## config.mk

```make
export PLATFORM = sky130hd
export DESIGN_NAME = opora_koef_loader_flat
export DESIGN_NICKNAME = d
export VERILOG_FILES = /design/src/rtl/opora_koef_loader_if.sv /design/src/rtl/opora_koef_loader.sv /design/src/flat_wrapper.sv
export SDC_FILE = /design/constraint.sdc
export NUM_CORES = 1
export LEC_CHECK = 0
export BUFFER_PORTS_ARGS = -buffer_cell sky130_fd_sc_hd__buf_4
export CORE_MARGIN = 1.5
export CORE_UTILIZATION = 46
export CTS_CLUSTER_DIAMETER = 150
export DETAILED_ROUTE_END_ITERATION = 16
export PLACE_DENSITY = 0.68
export SLEW_MARGIN = 20
export SYNTH_ARGS = -nofsm -noshare
export SYNTH_HDL_FRONTEND = slang
export SYNTH_SLANG_ARGS = --single-unit
```

## constraint.sdc

```tcl
create_clock -name clke -period 3.99 [get_ports clke]
set_input_delay 0.5985 -clock clke [delete_from_list [all_inputs] [get_ports clke]]
set_output_delay 0.5985 -clock clke [all_outputs]
set_load 0.05 [all_outputs]
```

## src/rtl/opora_koef_loader_if.sv

```systemverilog
// opora_koef_loader_if: Ethernet byte stream in, coefficient RAM write port and frame status out.
interface opora_koef_loader_if;
    logic        eth_valid;
    logic        eth_sof;
    logic        eth_eof;
    logic [7:0]  eth_data;
    logic        koef_addr_rst;
    logic        koef_en_out;
    logic [15:0] KOEF_OUT;
    logic        load_done;
    logic        load_err;
    logic        koef_ready;
    logic        busy;

    modport master (
        output eth_valid, eth_sof, eth_eof, eth_data,
        input  koef_addr_rst, koef_en_out, KOEF_OUT, load_done, load_err, koef_ready, busy
    );
    modport slave (
        input  eth_valid, eth_sof, eth_eof, eth_data,
        output koef_addr_rst, koef_en_out, KOEF_OUT, load_done, load_err, koef_ready, busy
    );
endinterface

```

## src/rtl/opora_koef_loader.sv

```systemverilog
// opora_koef_loader: parses a header byte plus MULT_N big-endian words into coefficient RAM writes.
// Optional KOEF_CHECKSUM_EN adds a trailing XOR byte over all coefficient bytes.
module opora_koef_loader #(
    parameter int         MULT_N   = 50,
    parameter logic [7:0] HDR_BYTE = 8'hC3
) (
    input  logic                 clke,
    input  logic                 rst_n,
    opora_koef_loader_if.slave   bus
);
    localparam int CW = $clog2(MULT_N + 1);

`ifdef KOEF_CHECKSUM_EN
    typedef enum logic [2:0] {IDLE, HDR, MSB, LSB, DRAIN, CHK} state_t;
`else
    typedef enum logic [2:0] {IDLE, HDR, MSB, LSB, DRAIN} state_t;
`endif

    state_t        r_state, w_next;
    logic [CW-1:0] r_cnt, w_cnt;
    logic [7:0]    r_hi, w_hi;
    logic [15:0]   r_koef, w_koef;
    logic          r_en, r_arst, r_done, r_err, r_ready, r_derr;
    logic          w_en, w_arst, w_done, w_err, w_ready, w_derr;
    logic          w_last;
`ifdef KOEF_CHECKSUM_EN
    logic [7:0]    r_xor, w_xor;
`endif

    assign w_last = r_cnt == CW'(MULT_N - 1);

    always_comb begin
        w_next  = r_state;
        w_cnt   = r_cnt;
        w_hi    = r_hi;
        w_koef  = r_koef;
        w_en    = 1'b0;
        w_arst  = 1'b0;
        w_done  = 1'b0;
        w_err   = 1'b0;
        w_ready = r_ready;
        w_derr  = r_derr;
`ifdef KOEF_CHECKSUM_EN
        w_xor   = r_xor;
`endif
        if (bus.eth_valid && bus.eth_sof) begin
            // A drain that already reported its error does not report the abort again
            w_err = (r_state != IDLE) && !(r_state == DRAIN && r_derr);
            if (bus.eth_data == HDR_BYTE) begin
                w_arst  = 1'b1;
                w_ready = 1'b0;
                w_cnt   = '0;
`ifdef KOEF_CHECKSUM_EN
                w_xor   = '0;
`endif
                w_next  = bus.eth_eof ? IDLE : MSB;
                w_err   = w_err | bus.eth_eof;
            end else begin
                w_next  = bus.eth_eof ? IDLE : DRAIN;
                w_derr  = 1'b0;
            end
        end else if (bus.eth_valid) begin
            case (r_state)
                MSB: begin
                    w_hi   = bus.eth_data;
                    w_next = bus.eth_eof ? IDLE : LSB;
                    w_err  = bus.eth_eof;
                end
                LSB: begin
                    w_en   = 1'b1;
                    w_koef = {r_hi, bus.eth_data};
                    w_cnt  = r_cnt + CW'(1);
`ifdef KOEF_CHECKSUM_EN
                    w_xor  = r_xor ^ r_hi ^ bus.eth_data;
                    w_next = bus.eth_eof ? IDLE : (w_last ? CHK : MSB);
                    w_err  = bus.eth_eof;
`else
                    w_next  = bus.eth_eof ? IDLE : (w_last ? DRAIN : MSB);
                    w_done  = w_last && bus.eth_eof;
                    w_ready = r_ready | w_done;
                    w_err   = w_last ? !bus.eth_eof : bus.eth_eof;
                    w_derr  = w_last ? 1'b1 : r_derr;
`endif
                end
`ifdef KOEF_CHECKSUM_EN
                CHK: begin
                    w_next  = bus.eth_eof ? IDLE : DRAIN;
                    w_done  = bus.eth_eof && (bus.eth_data == r_xor);
                    w_ready = r_ready | w_done;
                    w_err   = !w_done;
                    w_derr  = 1'b1;
                end
`endif
                DRAIN: w_next = bus.eth_eof ? IDLE : DRAIN;
                default: w_next = IDLE;
            endcase
        end
    end

    always_ff @(posedge clke or negedge rst_n) begin
        if (!rst_n) begin
            r_state <= IDLE;
            r_cnt   <= '0;
            r_hi    <= '0;
            r_koef  <= '0;
            r_en    <= 1'b0;
            r_arst  <= 1'b0;
            r_done  <= 1'b0;
            r_err   <= 1'b0;
            r_ready <= 1'b0;
            r_derr  <= 1'b0;
`ifdef KOEF_CHECKSUM_EN
            r_xor   <= '0;
`endif
        end else begin
            r_state <= w_next;
            r_cnt   <= w_cnt;
            r_hi    <= w_hi;
            r_koef  <= w_koef;
            r_en    <= w_en;
            r_arst  <= w_arst;
            r_done  <= w_done;
            r_err   <= w_err;
            r_ready <= w_ready;
            r_derr  <= w_derr;
`ifdef KOEF_CHECKSUM_EN
            r_xor   <= w_xor;
`endif
        end
    end

    assign bus.KOEF_OUT      = r_koef;
    assign bus.koef_en_out   = r_en;
    assign bus.koef_addr_rst = r_arst;
    assign bus.load_done     = r_done;
    assign bus.load_err      = r_err;
    assign bus.koef_ready    = r_ready;
    assign bus.busy          = r_state != IDLE;
endmodule

```

## src/flat_wrapper.sv

```systemverilog
// flat-port wrapper written by rule: the top's interface ports become plain ports
module opora_koef_loader_flat 
#(
    parameter int         MULT_N   = 50,
    parameter logic [7:0] HDR_BYTE = 8'hC3
)
  (clke, rst_n, bus_eth_valid, bus_eth_sof, bus_eth_eof, bus_eth_data, bus_koef_addr_rst, bus_koef_en_out, bus_KOEF_OUT, bus_load_done, bus_load_err, bus_koef_ready, bus_busy);
  opora_koef_loader_if bus_i ();
  input  logic clke;
  input  logic rst_n;
  input wire logic [$bits(bus_i.eth_valid)-1:0] bus_eth_valid;
  input wire logic [$bits(bus_i.eth_sof)-1:0] bus_eth_sof;
  input wire logic [$bits(bus_i.eth_eof)-1:0] bus_eth_eof;
  input wire logic [$bits(bus_i.eth_data)-1:0] bus_eth_data;
  output wire logic [$bits(bus_i.koef_addr_rst)-1:0] bus_koef_addr_rst;
  output wire logic [$bits(bus_i.koef_en_out)-1:0] bus_koef_en_out;
  output wire logic [$bits(bus_i.KOEF_OUT)-1:0] bus_KOEF_OUT;
  output wire logic [$bits(bus_i.load_done)-1:0] bus_load_done;
  output wire logic [$bits(bus_i.load_err)-1:0] bus_load_err;
  output wire logic [$bits(bus_i.koef_ready)-1:0] bus_koef_ready;
  output wire logic [$bits(bus_i.busy)-1:0] bus_busy;
  assign bus_i.eth_valid = bus_eth_valid;
  assign bus_i.eth_sof = bus_eth_sof;
  assign bus_i.eth_eof = bus_eth_eof;
  assign bus_i.eth_data = bus_eth_data;
  assign bus_koef_addr_rst = bus_i.koef_addr_rst;
  assign bus_koef_en_out = bus_i.koef_en_out;
  assign bus_KOEF_OUT = bus_i.KOEF_OUT;
  assign bus_load_done = bus_i.load_done;
  assign bus_load_err = bus_i.load_err;
  assign bus_koef_ready = bus_i.koef_ready;
  assign bus_busy = bus_i.busy;
  opora_koef_loader #(.MULT_N(MULT_N), .HDR_BYTE(HDR_BYTE)) u_core (.clke(clke), .rst_n(rst_n), .bus(bus_i));
endmodule
```

After elaboration in Yosys (flattened, before gate mapping)
Index checks and enable logic that the tools add are counted.
W data, S select, Z words.
{"block": "totals", "word_cells": 70, "output_inout_bits": 22, "regBits": 39, "in_bits": 13}
{"block": "op_classes", "bitwise_logic": 3, "mux": 35, "eq_ne": 7, "n_reduce_logical": 14, "addsub": 1}
{"cell": "$mux W6", "n": 4}
{"cell": "$mux W1", "n": 21}
{"cell": "$mux W3", "n": 6}
{"cell": "$pmux W3 S3", "n": 1}
{"cell": "$reduce_and A3 Y1", "n": 3}
{"cell": "$eq A8 B8 Y1 const B", "n": 1}
{"cell": "$add A6 B1 Y6 const B", "n": 1}
{"cell": "$eq A3 B2 Y1 const B", "n": 2}
{"cell": "$eq A6 B6 Y1 const B", "n": 1}
{"cell": "$reduce_bool A2 Y1", "n": 3}
{"cell": "$logic_and A1 B1 Y1", "n": 4}
{"cell": "$mux W2", "n": 2}
{"cell": "$ne A2 B2 Y1 const B", "n": 2}
{"cell": "$reduce_and A4 Y1", "n": 1}
{"cell": "$eq A3 B3 Y1 const B", "n": 1}
{"cell": "$reduce_bool A3 Y1", "n": 1}
{"cell": "$logic_not A1 Y1", "n": 2}
{"cell": "$or A1 B1 Y1", "n": 2}
{"cell": "$pmux W1 S2", "n": 1}
{"cell": "$not A1 Y1", "n": 1}

Logic depth before layout (Yosys ltp)
Gate-level depths: netlist of run 1.
{"block": "logic_depth", "word_depth": 7, "depth_mapped": 8}

Worst setup path before layout of run 1
No wires, ideal clock.
{"block": "synth_path", "path_kind": "register to output", "start": "register u_core.r_state[0]", "end": "output bus_busy", "required_ns": 3.391, "t_arrival_ns": 1.208, "stages_incl_launch_ff": 4, "setup_slack_ns": 2.183, "path_buffers": 2, "cell_sequence": "dfrtp_1 > buf_6 > buf_2 > or3_1"}
{"block": "synth_between", "elab_chain_cells": 1}
{"item": "start, declared", "line_no": "opora_koef_loader.sv:19", "text": "state_t r_state, w_next;"}
{"item": "start signal, assigned", "line_no": "opora_koef_loader.sv:116", "text": "r_state <= w_next;"}
{"item": "$reduce_bool A3 Y1", "line_no": "opora_koef_loader.sv:138", "text": "assign bus.busy = r_state != IDLE;"}
{"item": "end, declared", "line_no": "flat_wrapper.sv:21", "text": "output wire logic [$bits(bus_i.busy)-1:0] bus_busy;"}
No other way between the ends.

Worst setup path in the final report of run 1
Same ends and word-level chain as after synthesis.

==> flow_summary.json, run 1 <==
{
  "cts_buffers": 5,
  "place_ws_ps": 1930,
  "die_x_um": 65.2,
  "layout-drive-gt1-share_pct": 40.6,
  "synth.area.top_cells": "dfrtp_1 55%, mux2_2 10%, mux2_4 6.8%",
  "diodes": 0,
  "post_cts_buffers": 0,
  "ys_seq_area_share_pct": 54.9,
  "critical_path.startpoint_type": "flip-flop",
  "die_area_um2": 4250,
  "yosys.area.top_type_share_pct": 54.9,
  "syn_area_um2": 1780,
  "grt_first_pass_wirelength_um": 5630,
  "ys_warn_count": 0,
  "numPlacedInstances": 210,
  "hp-class": "input pin to asynchronous set/reset pin",
  "drtIter0Drc": 78,
  "crit_fanout": 15,
  "r2r_slack_ps": 2080,
  "fin_cells": 218,
  "finalCritPeriodShare_pct": 52.4,
  "synth.top_cells.by_count": "39 x dfrtp_1, 16 x mux2_2, 8 x mux2_4",
  "synthCells": 132,
  "ant_nets": 0,
  "maxCapViolations": 0,
  "drc_errors": 0,
  "ir_drop_v": 0.000206,
  "clk_latency_ps": 280,
  "synth_edf_count": 0,
  "start_util_pct": 48.2,
  "tns_ps": 0,
  "fin_util_pct": 57.8,
  "slew_headroom_pct": 60.1,
  "num_rows": 22,
  "clk_path_buf_depth": 2,
  "reg2reg_depth": 8,
  "routed_wl_um": 3450,
  "clock_tree.root_cell": "clkbuf_8",
  "cts_hold_buffers": 0,
  "grt_pass1_vias": 1155,
  "routedWlPerCell_um": 15.8,
  "antenna_found_initial": 0,
  "syn_nets": 148,
  "synth_cell_type_count": 33,
  "worstMarginPinSlew_ps": 595,
  "grt_overflow_total": 0,
  "r2r-end": "u_core.r_state[1]$_DFFE_PN0N_",
  "avgSynthCellArea_um2": 13.5,
  "synth_seq_cells": 39,
  "htree_levels": 2,
  "power_density_nw_per_um2": 324,
  "fillCellCount": 328,
  "die_h_um": 65.2,
  "vias_per_cell": 5.54,
  "synth_most_common_cell": "dfrtp_1",
  "cts_sinks": 39,
  "gp_congestion": 0.824,
  "critical_path_buf_inv_count": 1,
  "cp.required_ps": 3390,
  "cts.clk_slew.worst_paths_ps": 70,
  "crit_chain": "or3_1 > buf_4",
  "clock_skew_ps": 8.91,
  "r2r_start": "u_core.r_cnt[1]$_DFFE_PN0P_",
  "path_delay_family": "flip-flops",
  "rsz0062_at_grt": "no",
  "period_needed_ps": 2090,
  "grt_max_degree": 40,
  "cts_tree": "done",
  "ys_async_sr_fraction_pct": 100,
  "ios": 35,
  "portBuffers": 34,
  "core_um2": 3690,
  "track_usage_pct": 17.8,
  "slowest_delay_ps": 590,
  "crit_type": "flip-flop to primary output",
  "worstSetupEndpointType": "primary output",
  "place_hpwl_um": 2400,
  "fmax_ghz": 0.478,
  "yosysTopAreaCell": "dfrtp_1",
  "power.leakage_nw": 1.06,
  "setup_viol": 0,
  "status": "finished, final reports clean",
  "finalHoldViolCount": 0,
  "firstDrtPassIters": 4,
  "crit_slowest_cell": "dfrtp_1",
  "dr_total_vias": 1207,
  "nets": 185,
  "synthFlopType": "dfrtp_1",
  "post_cts_resized": 0,
  "area.growth.synth_to_final_pct": 20.0,
  "cp_data_arrival_time_ps": 1490,
  "timing.final.ws_setup_ps": 1900,
  "maxSlewViolCount": 0,
  "cp-startpoint": "u_core.r_state[0]$_DFFE_PN0N_"
}
[sequential cells by signal (all words and copies together), names as in the netlist]
register	flops
u_core.bus.load_done	1
u_core.bus.koef_en_out	1
u_core.bus.koef_ready	1
u_core.r_derr	1
u_core.bus.KOEF_OUT	16
u_core.r_cnt	6
u_core.bus.load_err	1
u_core.bus.koef_addr_rst	1
u_core.r_state	3
u_core.r_hi	8
[cell usage in the layout, fill, tap and decap left out, types with 4 or more instances in the layout]
master     n
or3_1      5
mux2_4     8
inv_1      5
o21ai_0    7
dfrtp_1   39
clkbuf_8   5
nand2_1    4
mux2_2    16
buf_4     34
a21oi_1    5
[report_power, final]
| part | internal [W] | switching [W] | total (W) |
|---|---|---|---|
| clock | 0.000123 | 0.000126 | 0.000248 |
| combinational | 0.0000171 | 0.0000252 | 0.0000424 |
| sequential | 0.000397 | 0.00000220 | 0.000400 |
| total | 0.000537 | 0.000153 | 0.000690 |
[worst max-delay path by stage]
| stage | endpoint | slack (ps) | cells after the start |
|---|---|---|---|
| after CTS | bus_busy | 1890 | 2 |
| after global routing | bus_busy | 1820 | 2 |
| after global placement | u_core.r_hi[0]$_DFFE_PN0P_ | 2000 | 4 |
| after detailed placement | u_core.r_hi[2]$_DFFE_PN0P_ | 1930 | 4 |
| after floorplan | bus_busy | 2180 | 3 |
| final | bus_busy | 1900 | 2 |
[worst register-to-register path, cell delays in order (launching register included)]
cell,delay (ps)
dfrtp_1,430
inv_1,80
ha_1,140
nor4bb_1,470
nand2_1,110
ha_1,210
nor2b_1,120
o41ai_1,90
a22o_1,180
[metal layers]
layer	up-vias	routed length, µm	part of all wire [%]	track usage (%)
met2	41	1690	49	27.9
met1	596	1530	44	23.6
met3	7	174	5.1	5.48
li1	563	-	-	-
met4	0	51	1.5	5.99
met5	-	0	0	0
[logic make-up (layout without fill, tap and decap cells)]
family | Yosys count | in the layout | synth area share [%]
compound gates | 24 | 24 | 8.80
fa+ha+maj | 3 | 3 | 2.11
buf+inv | 9 | 47 | 3.38
flops | 39 | 39 | 54.9
mux | 24 | 24 | 16.9
simple gates | 33 | 33 | 13.9
[metrics by stage]
stage / hold WS [ps] / instance area (µm²) / power (W)
global route: 301 / 2130 / 0.000726
detailed placement: 495 / 2050 / 0.000450
finish: 267 / 2130 / 0.000690
global placement: 491 / 2050 / 0.000449
floorplan: 303 / 1780 / 0.000423
CTS: 285 / 2130 / 0.000702
[final cells by class]
class	count	area, µm²	area share (%)
multi-input combinational	84	742	34.8
clock inverter	1	5.00	0.235
timing repair buffer	34	255	12.0
inverter	5	18.8	0.880
sequential	39	976	45.7
tap	48	60.1	2.82
clock buffer	7	76.3	3.58
No activity file was read; power rests on OpenSTA's default activity.
==> run 2, diff against run 1 <==
==> constraint.sdc (replaced) <==
create_clock -name clke -period 2.09 [get_ports clke]
set_input_delay 0.3135 -clock clke [delete_from_list [all_inputs] [get_ports clke]]
set_output_delay 0.3135 -clock clke [all_outputs]
set_load 0.05 [all_outputs]
==> run 2 against run 1 <==
Net effect: setup slack worse by 1600 ps; critical path depth unchanged; first-iteration DRC count down 17%; combinational power is 91% higher; cell area up 2.5%; clock power grew to 2.6 times the previous value; clock-buffer cell count down 1; register-to-register slack lost 1800 ps; global-route usage up 0.65 points; hold slack got worse by 6.5 ps; largest cell class unchanged; highest routed layer unchanged.
==> flow_summary.json, run 2 (same netlist as run 1, synthesis figures left out) <==
{
  "ant_nets": 0,
  "crit_type": "flip-flop to primary output",
  "multiInputGateArea_um2": 742,
  "drc_errors": 0,
  "fmax_ghz": 0.546,
  "cp_data_arrival_time_ps": 1520,
  "gp_congestion": 0.868,
  "power.leakage_nw": 1.09,
  "die_h_um": 65.2,
  "grt_pass1_vias": 1271,
  "switching_share_pct": 21.1,
  "ir_drop_v": 0.000362,
  "nets": 187,
  "seqCellArea_um2": 976,
  "crit_chain": "or3_1 > buf_4",
  "ios": 35,
  "cts.clk_slew.worst_paths_ps": 70,
  "hold_ws_ps": 260,
  "grt_overflow_total": 0,
  "endpoint": "bus_busy",
  "core_um2": 3690,
  "place_area_um2": 2060,
  "critical_path_depth": 2,
  "finalHoldViolCount": 0,
  "p_int_w": 0.00118,
  "maxCapViolations": 0,
  "slowest_delay_ps": 600,
  "hold_start": "bus_eth_eof",
  "post_cts_resized": 0,
  "crit_fanout": 15,
  "tns_ps": 0,
  "drtIter0Drc": 65,
  "num_rows": 22,
  "fin_area_um2": 2190,
  "seqPwrFrac_pct": 51.1,
  "die_area_um2": 4250,
  "antenna_found_initial": 0,
  "r2r-end": "u_core.r_state[1]$_DFFE_PN0N_",
  "largest_reg_flops": 16,
  "power.share.clock_pct": 43.5,
  "worstMarginPinSlew_ps": 579,
  "reg2reg_depth": 8,
  "final_common_cell": "dfrtp_1",
  "r2r_start": "u_core.r_cnt[1]$_DFFE_PN0P_",
  "clock_tree.root_cell": "clkbuf_8",
  "die_x_um": 65.2,
  "routedWlPerCell_um": 15.6,
  "diodes": 0,
  "status": "finished, final reports clean",
  "r2r_slack_ps": 290,
  "hp-class": "input pin to flip-flop",
  "vias_per_cell": 5.50,
  "cts_sinks": 39,
  "power_density_nw_per_um2": 683,
  "portBuffers": 34,
  "start_util_pct": 48.2,
  "clock_skew_ps": 5.38,
  "cp.required_ps": 1780,
  "final_cell_mix": "39 x dfrtp_1, 35 x buf_4, 16 x mux2_2",
  "cts_tree": "done",
  "slew_headroom_pct": 61.4,
  "critical_path_buf_inv_count": 1,
  "routed_wl_um": 3440,
  "critical_path.startpoint_type": "flip-flop",
  "grt_max_degree": 40,
  "maxSlewViolCount": 0,
  "period_needed_ps": 1830,
  "path_delay_family": "flip-flops",
  "layout-drive-gt1-share_pct": 41.9,
  "fillCellCount": 318,
  "crit_slowest_cell": "dfrtp_1",
  "firstDrtPassIters": 4,
  "cts_buffers": 5,
  "comb_power_share_pct": 5.4,
  "rsz0062_at_grt": "no",
  "clk_path_buf_depth": 2,
  "power_switching_w": 0.000315,
  "grt_first_pass_wirelength_um": 5850,
  "worstSetupEndpointType": "primary output",
  "clk_latency_ps": 300,
  "cp-startpoint": "u_core.r_state[0]$_DFFE_PN0N_",
  "place_hpwl_um": 2390,
  "track_usage_pct": 18.4,
  "finalCritPeriodShare_pct": 87.6,
  "setup_viol": 0,
  "grt-busiest-layer": "met2",
  "dr_total_vias": 1210,
  "grt_util_met3_pct": 5.65,
  "area.growth.synth_to_final_pct": 23.0,
  "met1_usage_pct": 23.5,
  "htree_levels": 2,
  "use_met2_pct": 28.2
}
run 2: cell type report:
cell class,count,share of cell area [%]
flip-flops and latches,39,44.6
well taps,48,2.75
multi-input cells,84,33.9
clock buffers,6,3.78
clock inverters,2,1.60
inverters,5,0.858
repair buffers,36,12.5
run 2: metal layers:
metal	part of all wire (%)	vias up	wire [µm]
met4	2.0	0	70
met1	44	609	1520
met2	49	28	1690
li1	-	565	-
met3	4.5	8	153
met5	0	-	0
run 2: timing repair:
item | CTS | global route
endpoints found under the hold margin | 11 | 0
hold buffers | 1 | 0
setup endpoints to repair | 0 | 0
setup buffers | 0 | 0
run 2: per-stage QoR:
step	setup slack [ps]	std cells	util [%]	power, W
after floorplan	418	132	-	0.000807
after global placement	336	211	55.8	0.000856
after detailed placement	291	211	55.8	0.000858
after CTS	252	220	59.3	0.00151
after global routing	127	220	59.3	0.00155
final	260	220	59.3	0.00149
run 2: power by group through the flow:
stage	logic (W)	clock network, W	registers, W
6_report	0.0000809	0.000649	0.000763
5_1_grt	0.0000898	0.000695	0.000763
4_1_cts	0.0000829	0.000664	0.000762
3_5_place_dp	0.0000812	0	0.000777
3_3_place_gp	0.0000796	0	0.000777
2_1_floorplan	0.0000286	0	0.000779
run 2: worst register-to-register path, cell delays in order, from the launching register on:
cell and delay [ps]:
dfrtp_1 420, inv_1 70, ha_1 120, nor4bb_1 440, nand2_1 110, ha_1 190, nor2b_1 100, o41ai_1 80
a22o_1 180
run 2: how the worst min path moves through the flow:
| stage | end | cells past startpoint | slack [ps] |
|---|---|---|---|
| 5_1_grt | u_core.r_state[2]$_DFFE_PN0N_ | 2 | 260 |
| 3_5_place_dp | u_core.r_cnt[4]$_DFFE_PN0P_ | 1 | 320 |
| 6_report | u_core.r_state[2]$_DFFE_PN0N_ | 2 | 260 |
| 2_1_floorplan | u_core.bus.KOEF_OUT[0]$_DFFE_PN0P_ | 0 | 20 |
| 3_3_place_gp | u_core.bus.koef_ready$_DFFE_PN0P_ | 1 | 310 |
| 4_1_cts | u_core.r_state[2]$_DFFE_PN0N_ | 2 | 260 |
